$ cat src/rtl/traffic_light_ctrl_param.sv
// Two-road (main/cross) intersection controller.
// Moore FSM with a shared phase timer, all-red clearance, a latched cross
// request honoured only after a minimum main green, optional free-running
// cycling, and a flashing fail-safe mode. Lamp encoding is {red,yellow,green}.
// Handshake note: there is no valid/ready traffic here; cross_req and flash_en
// are plain levels sampled on every rising clock edge.
module traffic_light_ctrl_param #(
  parameter int TIMER_W          = 8,
  parameter int MAIN_GREEN_MIN   = 8,
  parameter int CROSS_GREEN_TIME = 6,
  parameter int YELLOW_TIME      = 3,
  parameter int ALL_RED_TIME     = 2,
  parameter int FLASH_HALF       = 4,
  parameter int AUTO_CYCLE       = 0
) (
  input  logic       clk,
  input  logic       reset_n,
  input  logic       cross_req,
  input  logic       flash_en,
  output logic [2:0] main_light,
  output logic [2:0] cross_light,
  output logic       walk,
  output logic       req_pending,
  output logic [2:0] state_dbg
);

  localparam logic [2:0] S_MAIN_GREEN   = 3'd0;
  localparam logic [2:0] S_MAIN_YELLOW  = 3'd1;
  localparam logic [2:0] S_ALL_RED_A    = 3'd2;
  localparam logic [2:0] S_CROSS_GREEN  = 3'd3;
  localparam logic [2:0] S_CROSS_YELLOW = 3'd4;
  localparam logic [2:0] S_ALL_RED_B    = 3'd5;
  localparam logic [2:0] S_FLASH        = 3'd6;

  localparam logic [2:0] L_GREEN  = 3'b001;
  localparam logic [2:0] L_YELLOW = 3'b010;
  localparam logic [2:0] L_RED    = 3'b100;
  localparam logic [2:0] L_DARK   = 3'b000;

  // Reload values are T-1 so that a phase of length T lasts exactly T cycles.
  localparam logic [TIMER_W-1:0] MG_LOAD = TIMER_W'(MAIN_GREEN_MIN - 1);
  localparam logic [TIMER_W-1:0] CG_LOAD = TIMER_W'(CROSS_GREEN_TIME - 1);
  localparam logic [TIMER_W-1:0] Y_LOAD  = TIMER_W'(YELLOW_TIME - 1);
  localparam logic [TIMER_W-1:0] AR_LOAD = TIMER_W'(ALL_RED_TIME - 1);
  localparam logic [TIMER_W-1:0] FH_LOAD = TIMER_W'(FLASH_HALF - 1);
  localparam logic [TIMER_W-1:0] ONE     = TIMER_W'(1);
  localparam logic               AUTO    = (AUTO_CYCLE != 0);

  logic [2:0]         state, state_next;
  logic [TIMER_W-1:0] timer, timer_next;
  logic               req_latch, req_next;
  logic               blink, blink_next;
  logic               timer_done;

  assign timer_done = (timer == '0);

  // State, phase timer, request latch and blink phase registers.
  always_ff @(posedge clk or negedge reset_n) begin
    if (!reset_n) begin
      state     <= S_MAIN_GREEN;
      timer     <= MG_LOAD;
      req_latch <= 1'b0;
      blink     <= 1'b0;
    end else begin
      state     <= state_next;
      timer     <= timer_next;
      req_latch <= req_next;
      blink     <= blink_next;
    end
  end

  // Next-state decision; yellow and all-red phases ignore flash_en until they expire.
  always_comb begin
    state_next = state;
    case (state)
      S_MAIN_GREEN:
        if (flash_en || (timer_done && (req_latch || AUTO))) state_next = S_MAIN_YELLOW;
      S_MAIN_YELLOW:
        if (timer_done) state_next = S_ALL_RED_A;
      S_ALL_RED_A:
        if (timer_done) state_next = flash_en ? S_FLASH : S_CROSS_GREEN;
      S_CROSS_GREEN:
        if (flash_en || timer_done) state_next = S_CROSS_YELLOW;
      S_CROSS_YELLOW:
        if (timer_done) state_next = S_ALL_RED_B;
      S_ALL_RED_B:
        if (timer_done) state_next = flash_en ? S_FLASH : S_MAIN_GREEN;
      S_FLASH:
        if (!flash_en) state_next = S_ALL_RED_B;
      default:
        state_next = S_ALL_RED_B;
    endcase
  end

  // Timer reload on phase entry, countdown otherwise; in FLASH the timer paces the blink.
  always_comb begin
    timer_next = timer;
    blink_next = blink;
    if (state_next != state) begin
      case (state_next)
        S_MAIN_GREEN:   timer_next = MG_LOAD;
        S_MAIN_YELLOW:  timer_next = Y_LOAD;
        S_CROSS_YELLOW: timer_next = Y_LOAD;
        S_CROSS_GREEN:  timer_next = CG_LOAD;
        S_FLASH:        timer_next = FH_LOAD;
        default:        timer_next = AR_LOAD;
      endcase
      blink_next = (state_next == S_FLASH);
    end else if (state == S_FLASH) begin
      if (timer_done) begin
        timer_next = FH_LOAD;
        blink_next = ~blink;
      end else begin
        timer_next = timer - ONE;
      end
    end else if (!timer_done) begin
      timer_next = timer - ONE;
    end
  end

  // Request latch: cleared on cross-green entry (wins over a set), requests during cross green dropped.
  always_comb begin
    req_next = req_latch;
    if ((state_next == S_CROSS_GREEN) && (state != S_CROSS_GREEN)) req_next = 1'b0;
    else if (cross_req && (state != S_CROSS_GREEN)) req_next = 1'b1;
  end

  // Lamp decode from registered state and blink phase; illegal codes show all red.
  always_comb begin
    main_light  = L_RED;
    cross_light = L_RED;
    walk        = 1'b0;
    case (state)
      S_MAIN_GREEN:   main_light = L_GREEN;
      S_MAIN_YELLOW:  main_light = L_YELLOW;
      S_CROSS_GREEN: begin
        cross_light = L_GREEN;
        walk        = 1'b1;
      end
      S_CROSS_YELLOW: cross_light = L_YELLOW;
      S_FLASH: begin
        main_light  = blink ? L_YELLOW : L_DARK;
        cross_light = blink ? L_RED : L_DARK;
      end
      default: begin
        main_light  = L_RED;
        cross_light = L_RED;
      end
    endcase
  end

  assign req_pending = req_latch;
  assign state_dbg   = state;

endmodule
$ cat config.mk
export PLATFORM = sky130hd
export DESIGN_NAME = traffic_light_ctrl_param
export DESIGN_NICKNAME = d
export VERILOG_FILES = /design/src/rtl/traffic_light_ctrl_param.sv
export SDC_FILE = /design/constraint.sdc
export NUM_CORES = 1
export LEC_CHECK = 0
export ABC_AREA = 1
export BUFFER_PORTS_ARGS = -buffer_cell sky130_fd_sc_hd__buf_2
export CORE_UTILIZATION = 45
export CTS_CLUSTER_DIAMETER = 40
export CTS_CLUSTER_SIZE = 30
export DETAILED_ROUTE_END_ITERATION = 10
export PLACE_DENSITY = 0.7
export SLEW_MARGIN = 20
export SYNTH_ARGS = -nofsm -noshare
export SYNTH_HDL_FRONTEND = slang
export SYNTH_SLANG_ARGS = --single-unit
$ cat constraint.sdc
create_clock -name clk -period 5.1 [get_ports clk]
set_input_delay 0.51 -clock clk [delete_from_list [all_inputs] [get_ports clk]]
set_output_delay 0.51 -clock clk [all_outputs]
set_load 0.01 [all_outputs]
==> metrics.cfg, run 1 <==
[outcome]
outcome=finished clean

[global_routing]
grt_overflow=0
grt_pass1_wl_mm=4.18
grt_usage=0.217
grt_max_degree=14
antenna_found_initial=0
grt_pass1_vias=979

[cts]
clk_pin_slew_ns=0.08
cts.path.max_buffers=2
clock_latency_ns=0.28
postCtsHoldBufs=0
post_cts_buffers=0
cts.sinks=13
cts_made_buffers=3
root_buffer=clkbuf_4
tritoncts=done
cts-resized-gates=0
htree_levels=1

[die]
fp.dieW_um=50.7
chipHeight_um=50.7
core-area_um2=2210
core.rowCount=17
ioPinCount=15
design.die.area_um2=2570
floorplan.initialDensity=0.482

[synthesis]
avgSynthCellArea_um2=6.79
synth_edf_count=0
synth_top_flop_cell=dfrtp_1
synth_top_area_cell=dfrtp_1
synth_top_area_share=0.235
ys_seq_area_frac=0.309
synthesis.nets=162
ys_types=25
syn_inst=157
synthArstFlopShare=1.00
synth-seq-cells=13
yosysWarningCount=0
synth_common_cells=nand2_1 (41), inv_1 (23), nor2_1 (20)
synth.most_common_cell=nand2_1
synth_area_leaders=dfrtp_1 (23%), nand2_1 (14%), inv_1 (8.1%), dfstp_2 (7.4%), nor2_1 (7.0%)
syn_area_um2=1070

[power_and_ir_drop]
power.density_nw_per_um2=721
swShare=0.550
power.internal_uw=386
peakVddDrop_uv=350
clockPowerShare=0.077
combPwrFrac=0.691
power_frac_seq=0.232
p_leak_uw=0.000634
switchingPower_uw=472

[detailed_routing]
antenna_left=0
first_iter_violations=20
drc_errors=0
via_count=1002
routed_wl_mm=2.31
post_drt_wl_per_cell_um=11.5
drt_first_pass_iters=4
viasPerCell=4.96

[placement]
dp_hpwl_mm=1.84
dpl_cell_area_um2=1160
place.gp.congestion=0.888
portBuffers=14

[setup_path]
worstSetupPathType=flop to flop
required_ns=5.32
crit_arrival_ns=2.46
end_kind=flop
startpoint_type=flop
path_max_fanout=8

[sta]
fin_skew_ns=0.00148
relSlewSlack=0.700
fmax_mhz=447
finalSetupViolations=0
period_needed_ns=2.24
rsz0062_at_grt=no
hold_viol_final=0
finalSetupTns_ns=0
period_share=0.438
timing.final.max_slew_violations=0
tightestPinTransition_ns=0.450

[flow_run]
cap_violations=0

[layout]
syn_to_final_growth_pct=11.6
utilization=0.538
drive_gt1_frac=0.247
fin_area_um2=1190
final_nets=180
diodes=0

[worst_hold_path]
hp-class=input port to async pin

## layout by cell type (no fill, tap or decap), drive strengths merged
master,n
buf,14
dfstp,3
nand4,2
o21bai,1
nor2,27
o22ai,2
a21oi,2
clkbuf,4
o211ai,1
ha,1
xor2,7
nand3,12
inv,27
nor3,4
o21ai,9
nand2,48
dfrtp,10
## final cells by class
cell class / count / area, um^2
fill: 244 / 1020
multi-input combinational: 116 / 628
sequential: 13 / 329
inverter: 27 / 101
timing repair buffer: 14 / 70.1
tap: 28 / 35.0
clock buffer: 4 / 26.3
## routing by layer
metal,track usage,part of all wire,up-vias
met5,0,0,-
met2,0.384,0.48,20
met4,0.0556,0.013,0
li1,-,-,521
met1,0.276,0.48,456
met3,0.0273,0.031,5
## through the flow
| step | worst slack (ns) | instances | total power, uW | hold WS (ns) |
|---|---|---|---|---|
| 3_3_place_gp | 2.98 | 198 | 785 | 0.420 |
| 4_1_cts | 2.87 | 202 | 864 | 0.108 |
| 3_5_place_dp | 2.89 | 198 | 795 | 0.414 |
| 6_report | 2.86 | 202 | 858 | 0.103 |
| 2_1_floorplan | 3.13 | 157 | 667 | 0.214 |
| 5_1_grt | 2.65 | 202 | 962 | 0.117 |
## flip-flops by register name (all words and copies together), names as in the netlist
name / flops
timer: 8
req_pending: 1
state_dbg: 3
blink: 1
## worst paths after layout
path	startpoint	to	slack (ns)	depth (start not counted)
max	timer[0]$_DFFE_PN1P_	timer[1]$_DFFE_PN1P_	2.86	17
min	reset_n	state_dbg[2]$_DFF_PN0_	0.10	1
max reg2reg	timer[0]$_DFFE_PN1P_	timer[1]$_DFFE_PN1P_	2.86	17
min reg2reg	timer[0]$_DFFE_PN1P_	timer[0]$_DFFE_PN1P_	0.48	2
max in group asynchronous	reset_n	timer[2]$_DFFE_PN1P_	4.72	1
min in group clk	timer[0]$_DFFE_PN1P_	timer[0]$_DFFE_PN1P_	0.48	2
## cell families after synthesis
logic type | after synthesis | synth area share
adders and majority gates | 1 | 0.0117
DFF | 13 | 0.309
and+or+nand+nor | 93 | 0.442
AOI/OAI and AO/OA | 15 | 0.0775
xor gates and xnor gates | 7 | 0.0575
buffers and inverters | 28 | 0.102
## power groups by stage
stage                     clock, uW  combinational [uW]  sequential, uW
after global routing           71.4                 683             207
after floorplan                   0                 479             188
after CTS                      67.1                 598             199
after detailed placement          0                 595             200
final                          66.0                 594             199
after global placement            0                 586             199
## worst max-delay path, stage by stage, from the launching register on
cell and delay [ns]:
dfstp_2 0.55, inv_1 0.06, ha_1 0.24, nand2_2 0.10, nor2_4 0.05, nand2_2 0.12, nand2_1 0.07, nand3_1 0.09
nand2_1 0.07, inv_1 0.12, nand2_2 0.09, nand2_1 0.08, nand2_2 0.11, nor2_8 0.19, nand2_1 0.07, nand2_1 0.07
nand2_1 0.04, nand2_1 0.06
Power figures use the tool's default switching activity.
==> run 2: changes to the inputs <==
- ABC_AREA: 1 -> 0
- PLACE_DENSITY: 0.7 -> 0.71
- clock period: 5.1 -> 2.07 ns (I/O delays scaled with it)
==> run 2 against run 1 <==
Effect of this change: area after synthesis decreased by 15%; routed wire length decreased by 0.82%; flip-flop and latch count is the same; sequential power rose to 2.6 times the previous value; critical endpoint is now timer[2]$_DFFE_PN1P_; design area shrank 1.6%; combinational power rose by 130%.
==> metrics.cfg, run 2 <==
[outcome]
outcome=finished clean

[layout]
utilization=0.650
final_nets=136
syn_to_final_growth_pct=29.3
diodes=0
most-common-layout-cells=buf_2 (14), buf_4 (14), nor2_1 (10), dfrtp_1 (9), a21oi_1 (6)
regMostFlops=timer
nFillCells=164
largest_reg_flops=8
drive_gt1_frac=0.385

[cts]
cts.path.max_buffers=2
cts_made_buffers=3
clock_latency_ns=0.29
clk_pin_slew_ns=0.08
htree_levels=1
root_buffer=clkbuf_4
tritoncts=done
cts.sinks=13

[sta]
finalSetupTns_ns=0
fmax_mhz=492
tightestPinTransition_ns=0.568
finalSetupViolations=0
hold_viol_final=0
timing.final.max_slew_violations=0
rsz0062_at_grt=yes
period_share=0.982
period_needed_ns=2.03
fin_skew_ns=0.000536
relSlewSlack=0.617

[power_and_ir_drop]
clockPowerShare=0.084
power.internal_uw=1110
peakVddDrop_uv=978
swShare=0.454
p_leak_uw=0.000490
power.density_nw_per_um2=1730
switchingPower_uw=921
power_frac_seq=0.256
combPwrFrac=0.660

[synthesis]
synth_top_area_cell=dfrtp_1
ys_types=45
synth_area_leaders=dfrtp_1 (28%), dfstp_2 (8.7%), xnor2_1 (4.8%), nor2_1 (4.1%), a21oi_1 (3.3%)
syn_area_um2=906
yosysWarningCount=0
synth_fa_ha_area_frac=0.0138
synth-simple-area-share=0.280
synth-xor-area-share=0.0580
synthArstFlopShare=1.00
syn_inst=102
avgSynthCellArea_um2=8.88
synthesis.nets=107
synth-seq-cells=13
muxShareOfSynthArea=0.0124
ys_seq_area_frac=0.363
synth_compound_area_frac=0.215
synth_top_family_by_area=simple AND/OR/NAND/NOR gates
synth_common_cells=dfrtp_1 (10), nor2_1 (10), a21oi_1 (6)
synth_top_area_share=0.276
synth_top_flop_cell=dfrtp_1
synth_edf_count=0

[setup_path]
rr_worst_depth=8
cp-endpoint=timer[2]$_DFFE_PN1P_
end_kind=flop
r2r_end=timer[2]$_DFFE_PN1P_
reg2reg_from=timer[0]$_DFFE_PN1P_
critPathLaunch=timer[0]$_DFFE_PN1P_
crit_arrival_ns=2.25
required_ns=2.28
rrSetupSlack_ns=0.04
worstSetupPathType=flop to flop
path_max_fanout=6
startpoint_type=flop

[global_routing]
grt_pass1_wl_mm=3.49
grt_pass1_vias=791
grt_usage=0.229
grt_max_degree=15
grt_overflow=0
antenna_found_initial=0

[worst_hold_path]
hp-class=input port to flop

[detailed_routing]
first_iter_violations=29
viasPerCell=5.74
routed_wl_mm=2.29
drc_errors=0
antenna_left=0
post_drt_wl_per_cell_um=14.8
via_count=889
drt_first_pass_iters=4

[die]
floorplan.initialDensity=0.503
chipHeight_um=46.9
core-area_um2=1800
design.die.area_um2=2200
core.rowCount=15
ioPinCount=15
fp.dieW_um=46.9

[placement]
place.gp.congestion=0.777
portBuffers=14
dp_hpwl_mm=1.62

[flow_run]
cap_violations=0

==> run 2: cell types whose count changed in the layout (fill, tap and decap cells not counted), sizes merged, moves of 5 or more <==
cell,delta
nor2,-17
xor2,-6
nand2,-43
nand3,-11
xnor2,+5
buf,+14
inv,-21
==> run 2: cell type report <==
cell class	count	area, um^2	area share
Tap cell	25	31.3	0.0267
Clock buffer	3	22.5	0.0192
Sequential cell	13	330	0.282
Clock inverter	1	5.00	0.00427
Timing Repair Buffer	29	185	0.158
Inverter	6	22.5	0.0192
Multi-Input combinational cell	78	574	0.490
==> run 2: layer usage <==
| metal | global-route usage | routed length, um |
|---|---|---|
| met1 | 0.327 | 1010 |
| met2 | 0.350 | 1160 |
| met3 | 0.0346 | 92 |
| met4 | 0.0857 | 28 |
| met5 | 0 | 0 |
==> run 2: stage by stage <==
stage / setup WS, ns / hold WS, ns / power (uW) / std cells / area, um^2
finish: 0.0378 / 0.213 / 2030 / 155 / 1170
floorplan: 0.0783 / -0.0886 / 1320 / 102 / 906
global route: -0.0487 / 0.265 / 2200 / 155 / 1170
global placement: 0.00673 / 0.105 / 1660 / 144 / 1040
detailed placement: -0.0396 / 0.110 / 1680 / 144 / 1040
CTS: 0.0230 / 0.222 / 1900 / 150 / 1100
==> run 2: power by group through the flow <==
| stage | clock, uW | sequential, uW | combinational [uW] |
|---|---|---|---|
| 2_1_floorplan | 0 | 503 | 819 |
| 3_3_place_gp | 0 | 506 | 1150 |
| 5_1_grt | 183 | 535 | 1480 |
| 4_1_cts | 164 | 510 | 1230 |
| 6_report | 169 | 520 | 1340 |
| 3_5_place_dp | 0 | 511 | 1170 |
==> run 2: kinds of logic (layout without fill, tap and decap cells) <==
kind of cell,Yosys count,in the layout
compound gates,29,29
buf+inv,11,39
xor+xnor,6,6
simple gates,41,41
mux,1,1
flops,13,13
fa+ha+maj,1,1
==> run 2: worst max-delay path, cell delays in order, from the launching register on <==
cell      delay, ns
dfstp_2        0.38
inv_2          0.07
ha_4           0.15
or3b_4         0.41
o21ai_2        0.12
a222oi_1       0.09
buf_4          0.17
or3_1          0.36
a32oi_1        0.18
==> run 2: how the worst min path moves through the flow <==
stage | startpoint | to | slack, ns | depth (start not counted)
after floorplan | reset_n | blink$_DFFE_PN0P_ | -0.09 | 0
after global placement | reset_n | timer[3]$_DFFE_PN0P_ | 0.11 | 1
after detailed placement | reset_n | timer[3]$_DFFE_PN0P_ | 0.11 | 1
after CTS | cross_req | req_pending$_DFFE_PN0P_ | 0.22 | 3
after global routing | cross_req | req_pending$_DFFE_PN0P_ | 0.27 | 3
final | cross_req | req_pending$_DFFE_PN0P_ | 0.21 | 3
==> run 2: repair_timing <==
item,CTS,global route
pin swaps,3,5
buffers inserted,1,5
setup endpoints to repair,2,2
hold buffers,1,0
endpoints found under the hold margin,10,0
resized for setup,6,6
gates cloned,0,0
==> run 3: changes to the inputs <==
- PLACE_DENSITY: 0.71 -> 0.66
==> run 3 against run 2 <==
Effect of this change: sequential share of layout area increased by 1.1 points; global-route usage increased by 1.1 points; worst hold slack improved by 0.013 ns; sequential power decreased by 2%; via count increased by 1.2%; largest cell class unchanged.
==> metrics.cfg, run 3 (synthesis gave the netlist of run 2 again) <==
[cts]
clk_pin_slew_ns=0.08
cts.sinks=13
htree_levels=1
tritoncts=done
cts.path.max_buffers=2
root_buffer=clkbuf_4
clock_latency_ns=0.28
cts_made_buffers=3

[die]
ioPinCount=15
core.rowCount=15
chipHeight_um=46.9
floorplan.initialDensity=0.503
core-area_um2=1800
design.die.area_um2=2200
fp.dieW_um=46.9

[global_routing]
grt_usage=0.240
grt_max_degree=15
antenna_found_initial=0
grt_pass1_wl_mm=3.62
grt_overflow=0
grt_pass1_vias=781

[detailed_routing]
antenna_left=0
routed_wl_mm=2.37
drc_errors=0
drt_first_pass_iters=4
post_drt_wl_per_cell_um=15.7
viasPerCell=5.96
via_count=900
first_iter_violations=20

[placement]
place.gp.congestion=0.808
dp_hpwl_mm=1.68
portBuffers=14
place_inst=144

[sta]
tightestPinTransition_ns=0.645
fin_skew_ns=0.000932
timing.final.max_slew_violations=0
period_needed_ns=2.01
period_share=0.973
relSlewSlack=0.566
finalSetupViolations=0
fmax_mhz=496
hold_viol_final=0
finalSetupTns_ns=0

[layout]
final_nets=132
regMostFlops=timer
most-common-layout-cells=buf_2 (14), nor2_1 (10), buf_4 (10), dfrtp_1 (9), a21oi_1 (6)
layout_commonest_cell=buf_2
largest_reg_flops=8
diodes=0
final_cells=151
drive_gt1_frac=0.349
syn_to_final_growth_pct=24.3
utilization=0.625

[setup_path]
crit_arrival_ns=2.22
startpoint_type=flop
worstSetupPathType=flop to flop
path_max_fanout=5
rr_worst_depth=8
end_kind=flop
required_ns=2.28

[power_and_ir_drop]
power.density_nw_per_um2=1770
peakVddDrop_uv=805
p_leak_uw=0.000463

[worst_hold_path]
whs_path_depth=3
hp-class=input port to flop

[outcome]
outcome=finished clean

[flow_run]
cap_violations=0

-- run 3: worst max-delay path: stages, from the launching register on --
cell and delay (ns):
dfstp_2 0.57, inv_2 0.05, ha_4 0.16, or3b_4 0.26, a211oi_1 0.06, o21ai_2 0.24, inv_2 0.09, or3_1 0.34
a32oi_1 0.16
-- run 3: power by group --
part | internal (uW) | total [uW] | switching (uW)
Combinational | 605 | 1310 | 709
Sequential | 393 | 512 | 119
Clock | 74.9 | 164 | 89.3
-- run 3: layer usage --
layer,share of wire,vias to the layer above,global-route usage
li1,-,431,-
met1,0.47,443,0.338
met2,0.48,21,0.383
met3,0.035,5,0.0231
met4,0.013,0,0.0857
met5,0,-,0
-- run 3: final timing paths --
| check | from | endpoint | slack, ns |
|---|---|---|---|
| worst max register to register | timer[1]$_DFFE_PN1P_ | timer[2]$_DFFE_PN1P_ | 0.06 |
| max in group asynchronous | reset_n | timer[0]$_DFFE_PN1P_ | 1.42 |
| worst min-delay path | cross_req | req_pending$_DFFE_PN0P_ | 0.23 |
| min in group asynchronous | reset_n | timer[6]$_DFFE_PN0P_ | 0.35 |
| worst max-delay path | timer[1]$_DFFE_PN1P_ | timer[2]$_DFFE_PN1P_ | 0.06 |
| worst min register to register | req_pending$_DFFE_PN0P_ | req_pending$_DFFE_PN0P_ | 0.61 |
-- run 3: final cells by class --
type | instances | area (um^2)
repair buffers | 25 | 155
well taps | 25 | 31.3
inverters | 6 | 22.5
fillers | 159 | 676
flip-flops and latches | 13 | 330
clock buffers | 4 | 26.3
multi-input cells | 78 | 561
-- run 3: through the flow --
step           instance area, um^2  total power [uW]  worst slack (ns)  hold WS, ns
2_1_floorplan                  906              1320            0.0783      -0.0886
3_5_place_dp                  1040              1700          -0.00601        0.115
6_report                      1130              1990            0.0556        0.225
4_1_cts                       1100              1920           0.00842        0.231
5_1_grt                       1130              2150          -0.00195        0.258
3_3_place_gp                  1040              1670            0.0776        0.114
-- run 3: what timing repair did --
action	4_1_cts	5_1_grt
setup endpoints to repair	2	4
pin swaps	2	2
gates resized for setup	3	7
hold endpoints to repair	10	0
buffers inserted	2	0
hold buffers	1	0
gates cloned	0	0
